**src/rtl/fetch_stage.sv**
```systemverilog
// rtl/fetch_stage.sv - RV32 instruction-fetch stage with prefetch queue and IF/ID register
module fetch_stage #(
  parameter logic [31:0] RESET_PC = 32'h0000_0000,
  parameter int          DEPTH    = 4
) (
  input  logic        clk,
  input  logic        reset,
  output logic        ImemReqValid,
  output logic [31:0] ImemReqAddr,
  input  logic        ImemReqReady,
  input  logic        ImemRspValid,
  input  logic [31:0] ImemRspData,
  input  logic        PCSrcE,
  input  logic [31:0] PCTargetE,
  input  logic        StallD,
  input  logic        FlushD,
  output logic [31:0] InstrD,
  output logic [31:0] PCD,
  output logic [31:0] PCPlus4D,
  output logic        ValidD
);

  localparam int PW = $clog2(DEPTH);
  localparam int CW = PW + 1;
  localparam logic [31:0] NOP = 32'h0000_0013;

  logic [31:0]      r_pc;
  logic [31:0]      r_q_pc    [DEPTH];
  logic [31:0]      r_q_instr [DEPTH];
  logic [DEPTH-1:0] r_q_filled;
  logic [PW-1:0]    r_head;
  logic [PW-1:0]    r_tail;
  logic [CW-1:0]    r_count;
  logic [CW-1:0]    r_pending;
  logic [CW-1:0]    r_drop;

  logic             w_alloc;
  logic             w_fill;
  logic             w_head_filled;
  logic [PW-1:0]    w_fill_idx;
  logic [31:0]      w_target;

  assign ImemReqValid  = !reset && !PCSrcE && (r_count < CW'(DEPTH));
  assign ImemReqAddr   = r_pc;
  assign w_alloc       = ImemReqValid && ImemReqReady;
  // Responses return in order, so the oldest unfilled entry sits r_pending slots behind the tail.
  assign w_fill        = ImemRspValid && (r_drop == '0);
  assign w_fill_idx    = r_tail - r_pending[PW-1:0];
  assign w_head_filled = (r_count != '0) && r_q_filled[r_head];
  assign w_target      = PCTargetE & 32'hFFFF_FFFC;

  always_ff @(posedge clk) begin
    if (reset) begin
      r_pc       <= RESET_PC;
      r_head     <= '0;
      r_tail     <= '0;
      r_count    <= '0;
      r_pending  <= '0;
      r_drop     <= '0;
      r_q_filled <= '0;
      ValidD     <= 1'b0;
      InstrD     <= NOP;
      PCD        <= 32'h0;
      PCPlus4D   <= 32'h0;
    end else if (PCSrcE) begin
      // Every still-unfilled entry has a response in flight that must now be discarded.
      r_pc       <= w_target;
      r_head     <= '0;
      r_tail     <= '0;
      r_count    <= '0;
      r_pending  <= '0;
      r_q_filled <= '0;
      r_drop     <= r_drop + r_pending - CW'(ImemRspValid);
      ValidD     <= 1'b0;
      InstrD     <= NOP;
    end else begin
      if (ImemRspValid && (r_drop != '0)) begin
        r_drop <= r_drop - CW'(1);
      end
      if (w_fill) begin
        r_q_instr[w_fill_idx]  <= ImemRspData;
        r_q_filled[w_fill_idx] <= 1'b1;
      end
      if (w_alloc) begin
        r_q_pc[r_tail]     <= r_pc;
        r_q_filled[r_tail] <= 1'b0;
        r_tail             <= r_tail + PW'(1);
        r_pc               <= r_pc + 32'd4;
      end
      r_pending <= r_pending + CW'(w_alloc) - CW'(w_fill);

      if (FlushD) begin
        ValidD  <= 1'b0;
        InstrD  <= NOP;
        r_count <= r_count + CW'(w_alloc);
      end else if (StallD) begin
        r_count <= r_count + CW'(w_alloc);
      end else if (w_head_filled) begin
        ValidD   <= 1'b1;
        InstrD   <= r_q_instr[r_head];
        PCD      <= r_q_pc[r_head];
        PCPlus4D <= r_q_pc[r_head] + 32'd4;
        r_head   <= r_head + PW'(1);
        r_count  <= r_count + CW'(w_alloc) - CW'(1);
      end else begin
        ValidD  <= 1'b0;
        InstrD  <= NOP;
        r_count <= r_count + CW'(w_alloc);
      end
    end
  end

endmodule
```
**config.mk**
```make
export PLATFORM = sky130hd
export DESIGN_NAME = fetch_stage
export DESIGN_NICKNAME = d
export VERILOG_FILES = /design/src/rtl/fetch_stage.sv
export SDC_FILE = /design/constraint.sdc
export NUM_CORES = 1
export LEC_CHECK = 0
export ABC_AREA = 0
export ABC_CLOCK_PERIOD_IN_PS = 4100
export BUFFER_PORTS_ARGS = -buffer_cell sky130_fd_sc_hd__buf_2
export CAP_MARGIN = 10
export CORE_ASPECT_RATIO = 0.5
export CORE_MARGIN = 2
export CORE_UTILIZATION = 58
export DETAILED_ROUTE_END_ITERATION = 8
export PLACE_DENSITY = 0.89
export SLEW_MARGIN = 30
export SYNTH_ARGS = -nofsm -noshare
export SYNTH_HDL_FRONTEND = slang
export SYNTH_SLANG_ARGS = --single-unit
```
**constraint.sdc**
```tcl
create_clock -name clk -period 4.1 [get_ports clk]
set_input_delay 0.205 -clock clk [delete_from_list [all_inputs] [get_ports clk]]
set_output_delay 0.205 -clock clk [all_outputs]
set_load 0.005 [all_outputs]
```
* Word level (Yosys, flattened, before mapping)
Memories as Yosys holds them, arrays and structs flattened. A register that Yosys moved wholly into a read port is not among the register bits.
Cells that the tools add are included.
Widths: inputs -> output; s select.
** Word-level totals
- Register bits after elaboration :: 146
- Bits in latches :: 0
- Memory bits (writable) :: 256
- ROM bits :: 0
- Bits of input ports :: 71
- Memories kept :: 2
** Memories
- r_q_instr :: words 4, width 32, read ports 1, clocked after memory_dff 1, wr ports 1, RTL line 29 : logic [31:0] r_q_instr [DEPTH];
- r_q_pc :: words 4, width 32, read ports 1, clocked after memory_dff 1, wr ports 1, RTL line 28 : logic [31:0] r_q_pc [DEPTH];
** Operators by class
- Add/sub/neg operators :: 12
- Multipliers :: 0
- Div/mod/pow operators :: 0
- Order comparisons :: 6
- Equal/unequal tests :: 0
- Shifts and indexed selects :: 0
- Mux-type cells :: 31
- Bitwise operators :: 6
- Reduce and logical (&&, ||, !) cells :: 19
** Operators with widths (count)
- $mux 32 :: 3
- $add 32x3->32 const B :: 2
- $mux 4 :: 4
- $mux 3 :: 5
- $mux 1 :: 12
- $lt 2x3->1 const B :: 3
- $logic_and 1x1->1 :: 8
- $mux 2 :: 4
- $add 3x1->3 :: 2
- $reduce_bool 3->1 :: 2
- $sub 3x1->3 :: 2
- $sub 3x1->3 const B :: 2
- $add 2x1->2 const B :: 2
- $and 4x4->4 :: 1
- $demux 1 s2 :: 2
- $ge 2x1->1 const B :: 2
- $not 4->4 :: 1
- $or 4x4->4 :: 1
- $reduce_and 4->1 :: 1
- $reduce_bool 2->1 :: 2
- $add 3x3->3 :: 1
- $logic_not 3->1 :: 1
- $lt 3x3->1 const B :: 1
- $not 1->1 :: 3
- 6 further kinds :: 7

* Depth between registers and ports, before layout
- Word-level depth :: 11
- Mapped depth :: 14

* Worst setup path before layout
Ideal clock, no wire load.
- Path kind :: reg-to-reg
- Start point :: reg r_tail[0]
- End point :: mem r_q_instr[0][0], enable pin
- Setup time :: 0.421 ns
- Arrival :: 2.412 ns
- Path slack :: 1.267 ns
- Cell stages (with the launch flop) :: 6
- Buffers on the path :: 0
- Clock period less this slack :: 2.833 ns
- Cell sequence :: dfxtp_1 inv_1 ha_1 xnor2_1 xnor2_1 nor2_1
** Between the ends
- Cells in the longest elaborated chain, start to end :: 1
** Ends and longest elaborated chain
- start: declaration :: RTL line 32 : logic [PW-1:0] r_tail;
- start signal: assignment :: RTL line 87 : r_tail <= r_tail + PW'(1);
- $sub 2x2->2 :: RTL line 48 : assign w_fill_idx = r_tail - r_pending[PW-1:0];
- end: declaration :: RTL line 29
No other way between the ends.

* Worst setup path in the final report
- Start point :: reg r_pc[3] (netlist: ImemReqAddr[3])
- End point :: reg r_pc[30] (netlist: ImemReqAddr[30])
** Between the ends
- Cells in the longest elaborated chain, start to end :: 3
** Ends and longest elaborated chain
- start: declaration :: RTL line 27 : logic [31:0] r_pc;
- start signal: assignment :: RTL line 67 : r_pc <= w_target;
- start signal: assignment :: RTL line 88 : r_pc <= r_pc + 32'd4;
- $add 32x3->32 :: RTL line 88
- $mux 32 :: RTL line 84 : if (w_alloc) begin
- $mux 32 :: RTL line 65 : end else if (PCSrcE) begin
No other way between the ends. The select of a mux whose other input is x is not followed.
A chain may end at the register's enable or synchronous reset.

==> flow_summary.yaml <==
run_status:
  run_status: "finished, final reports clean"
power_and_ir_drop:
  peakVddDrop_mv: 0.3980
  power_density_nw_per_um2: 434.4
  leakagePower_uw: 0.006491
worst_setup_path:
  path_cells: "ha_1 -> nand3_1 -> nor3_1 -> nor4b_1 -> a311oi_1 -> o21a_1"
  critPathMaxFanout: 9
  cp.required_ps: 4520
  start_kind: "flop"
  crit_slowest_cell: "nor3_1"
  worst_r2r_endpoint: "ImemReqAddr[30]"
  crit_end: "ImemReqAddr[30]"
  crit_type: "reg2reg"
  reg2regPathDepth: 6
  reg2reg_from: "ImemReqAddr[3]"
  arrival_ps: 3310
  max_stage_delay_ps: 760
  crit_path_end_kind: "flop"
  crit_path_start: "ImemReqAddr[3]"
  r2r_setup_slack_ps: 1210
synth:
  syn_area_per_cell_um2: 13.75
  synthArstFlopShare: 0
  ys_warn_count: 0
  netlist_area_um2: 15630
  synth-main-ff-cell: "edfxtp_1"
  yosys.area.top_type: "edfxtp_1"
  synth_area_leaders: "edfxtp_1, dfxtp_1, mux4_2"
  synth_top_area_share: 0.4764
  yosysSeqAreaShare: 0.6583
  synthCells: 1137
  ys_types: 64
  synth-edff-count: 248
  ys_ff_latch: 390
route:
  vias_per_cell: 6.324
  ant_nets: 0
  drc_errors: 0
  highest_layer: "met4"
  totalWireLength_um: 39790
  wl_met2_um: 19590
  wl_per_cell_um: 22.74
  first_pass_iters: 8
  vias: 11067
  dr.first_iter.drc_count: 1488
  dr_wl_met3_um: 3276
  drt-met1-wl_um: 14890
cells_and_area:
  syn_to_final_growth_pct: 19.03
  mostFrequentLayoutCell: "edfxtp_1"
  n_antenna_cell: 0
  most-common-layout-cells: "edfxtp_1, buf_2, dfxtp_1"
  num-nets-final: 1464
  drive_gt1_frac: 0.2468
  fin_cells: 1750
global_routing:
  grt_max_degree: 58
  grt_overflow_total: 0
  grt_use_total: 0.2812
  first_global_vias: 10988
  antenna_found_initial: 0
  grt_pass1_wl_um: 61450
sta:
  tns_ps: 0
  min_period_ps: 2889
  fin_crit_sh: 0.7047
  rsz0062_at_grt: "no"
  fmax_mhz: 346.1
  setup_violations: 0
  skew_ps: 38.71
  finalHoldViolations: 0
  relSlewSlack: 0.4094
  worst_pin_slew_ps: 885.9
  drv_slew: 0
die:
  die_y_um: 120.1
  start_util: 0.5902
  die_w_um: 236.2
  core_um2: 26490
  std_cell_rows: 42
  io_pins: 201
  die_area_um2: 28360
clocking:
  cts_resized: 0
  cts.clk_slew.worst_paths_ps: 70
  worstSkewPairLatency_ps: 540
  clock_sinks: 390
  numCtsBuffers: 34
  cts_tree: "done"
  post_cts_buffers: 0
  htreeDepth: 2
  root_buffer: "clkbuf_16"
  cts_buffer_depth: 3
min_path:
  hold_class: "in2reg"
placed_design:
  numPortBuffers: 192
  gp_congestion: 0.9297
  dp_cells: 1636
  detailed_place_hpwl_um: 23630
job:
  maxCapViolCount: 0
[registers in the layout, indices dropped and copies added (netlist names), named ones only]
signal and flops:
r_count 3, r_tail 2, r_q_instr 128, PCPlus4D 30, r_q_pc 120, ImemReqAddr 30
InstrD 32, r_pending 3, r_drop 3, r_head 2, ValidD 1, r_q_filled 4
PCD 30
[routing by layer]
metal	GRT usage	up-vias
li1	-	4800
met1	0.3512	5356
met5	0	-
met3	0.04946	185
met4	0.1428	0
met2	0.4795	726
[cell families (layout without fill, tap and decap cells)]
logic type	after synthesis	after routing	synth area share
compound gates	180	180	0.07356
xor+xnor	38	38	0.02129
fa+ha+maj	19	19	0.01617
buf+inv	95	351	0.02770
flops	390	390	0.6583
mux	68	68	0.09429
other cells	1	6	0.0002399
simple gates	346	346	0.1085
[metrics by stage]
step           setup slack (ps)  power [uW]  hold slack (ps)  cell area, um2    util
2_1_floorplan              1267        4687            303.9           15650       -
3_3_place_gp               1242        4831            413.7           16870  0.6371
3_5_place_dp               1186        4876            419.6           16980  0.6413
4_1_cts                    1318        8068            2.500           18600  0.7024
5_1_grt                    1131        8324            10.42           18610  0.7025
6_report                   1211        8083            13.37           18610  0.7025
[report_power, final]
group | total (uW) | switching [uW] | leakage (uW) | internal, uW
Sequential | 4340 | 76.8 | 0.00338 | 4260
Combinational | 520 | 296 | 0.00259 | 224
Clock | 3230 | 1440 | 0.000525 | 1790
Total | 8080 | 1810 | 0.00649 | 6270
[cell usage after synthesis (11+ instances only)]
cell	instances
nand4_1	19
o21ai_0	22
a311oi_1	11
ha_1	17
a22oi_1	32
nor3_1	19
a21oi_1	65
clkbuf_1	43
nor4_1	18
inv_1	25
xnor2_1	25
and3_1	16
edfxtp_1	248
dfxtp_1	142
a211oi_1	15
nor2_1	91
nand3_1	22
xor2_1	13
a31oi_1	11
nand2_1	108
mux4_2	62
[worst min path at each step]
| stage | slack (ps) | endpoint | start | depth (start not counted) |
|---|---|---|---|---|
| floorplan | 300 | r_q_instr[0][0] | ImemRspData[0] | 0 |
| global placement | 410 | r_q_instr[0][18] | ImemRspData[18] | 1 |
| detailed placement | 420 | r_q_instr[1][16] | ImemRspData[16] | 1 |
| CTS | 2 | ImemReqAddr[30] | PCTargetE[30] | 3 |
| global route | 10 | ImemReqAddr[30] | PCTargetE[30] | 3 |
| finish | 10 | ImemReqAddr[30] | PCTargetE[30] | 3 |
[worst max-delay path: cells and delay by family (launching register included)]
family,cells,cell delay [ps]
flops,1,570
simple gates,3,1470
compound gates,2,430
fa+ha+maj,1,320
[area by class of cell]
| type | instances | area (um2) |
|---|---|---|
| clock buffer | 45 | 923.4 |
| multi-input combinational | 657 | 4966 |
| tap | 352 | 440.4 |
| inverter | 25 | 93.84 |
| fill | 1654 | 7880 |
| sequential | 390 | 10290 |
| clock inverter | 15 | 155.1 |
| timing repair buffer | 266 | 1732 |
[timing repair]
action,4_1_cts,5_1_grt
setup endpoints to repair,0,0
hold endpoints to repair,152,0
hold buffers,54,0
Note: power is estimated with default switching activity, not from simulation.
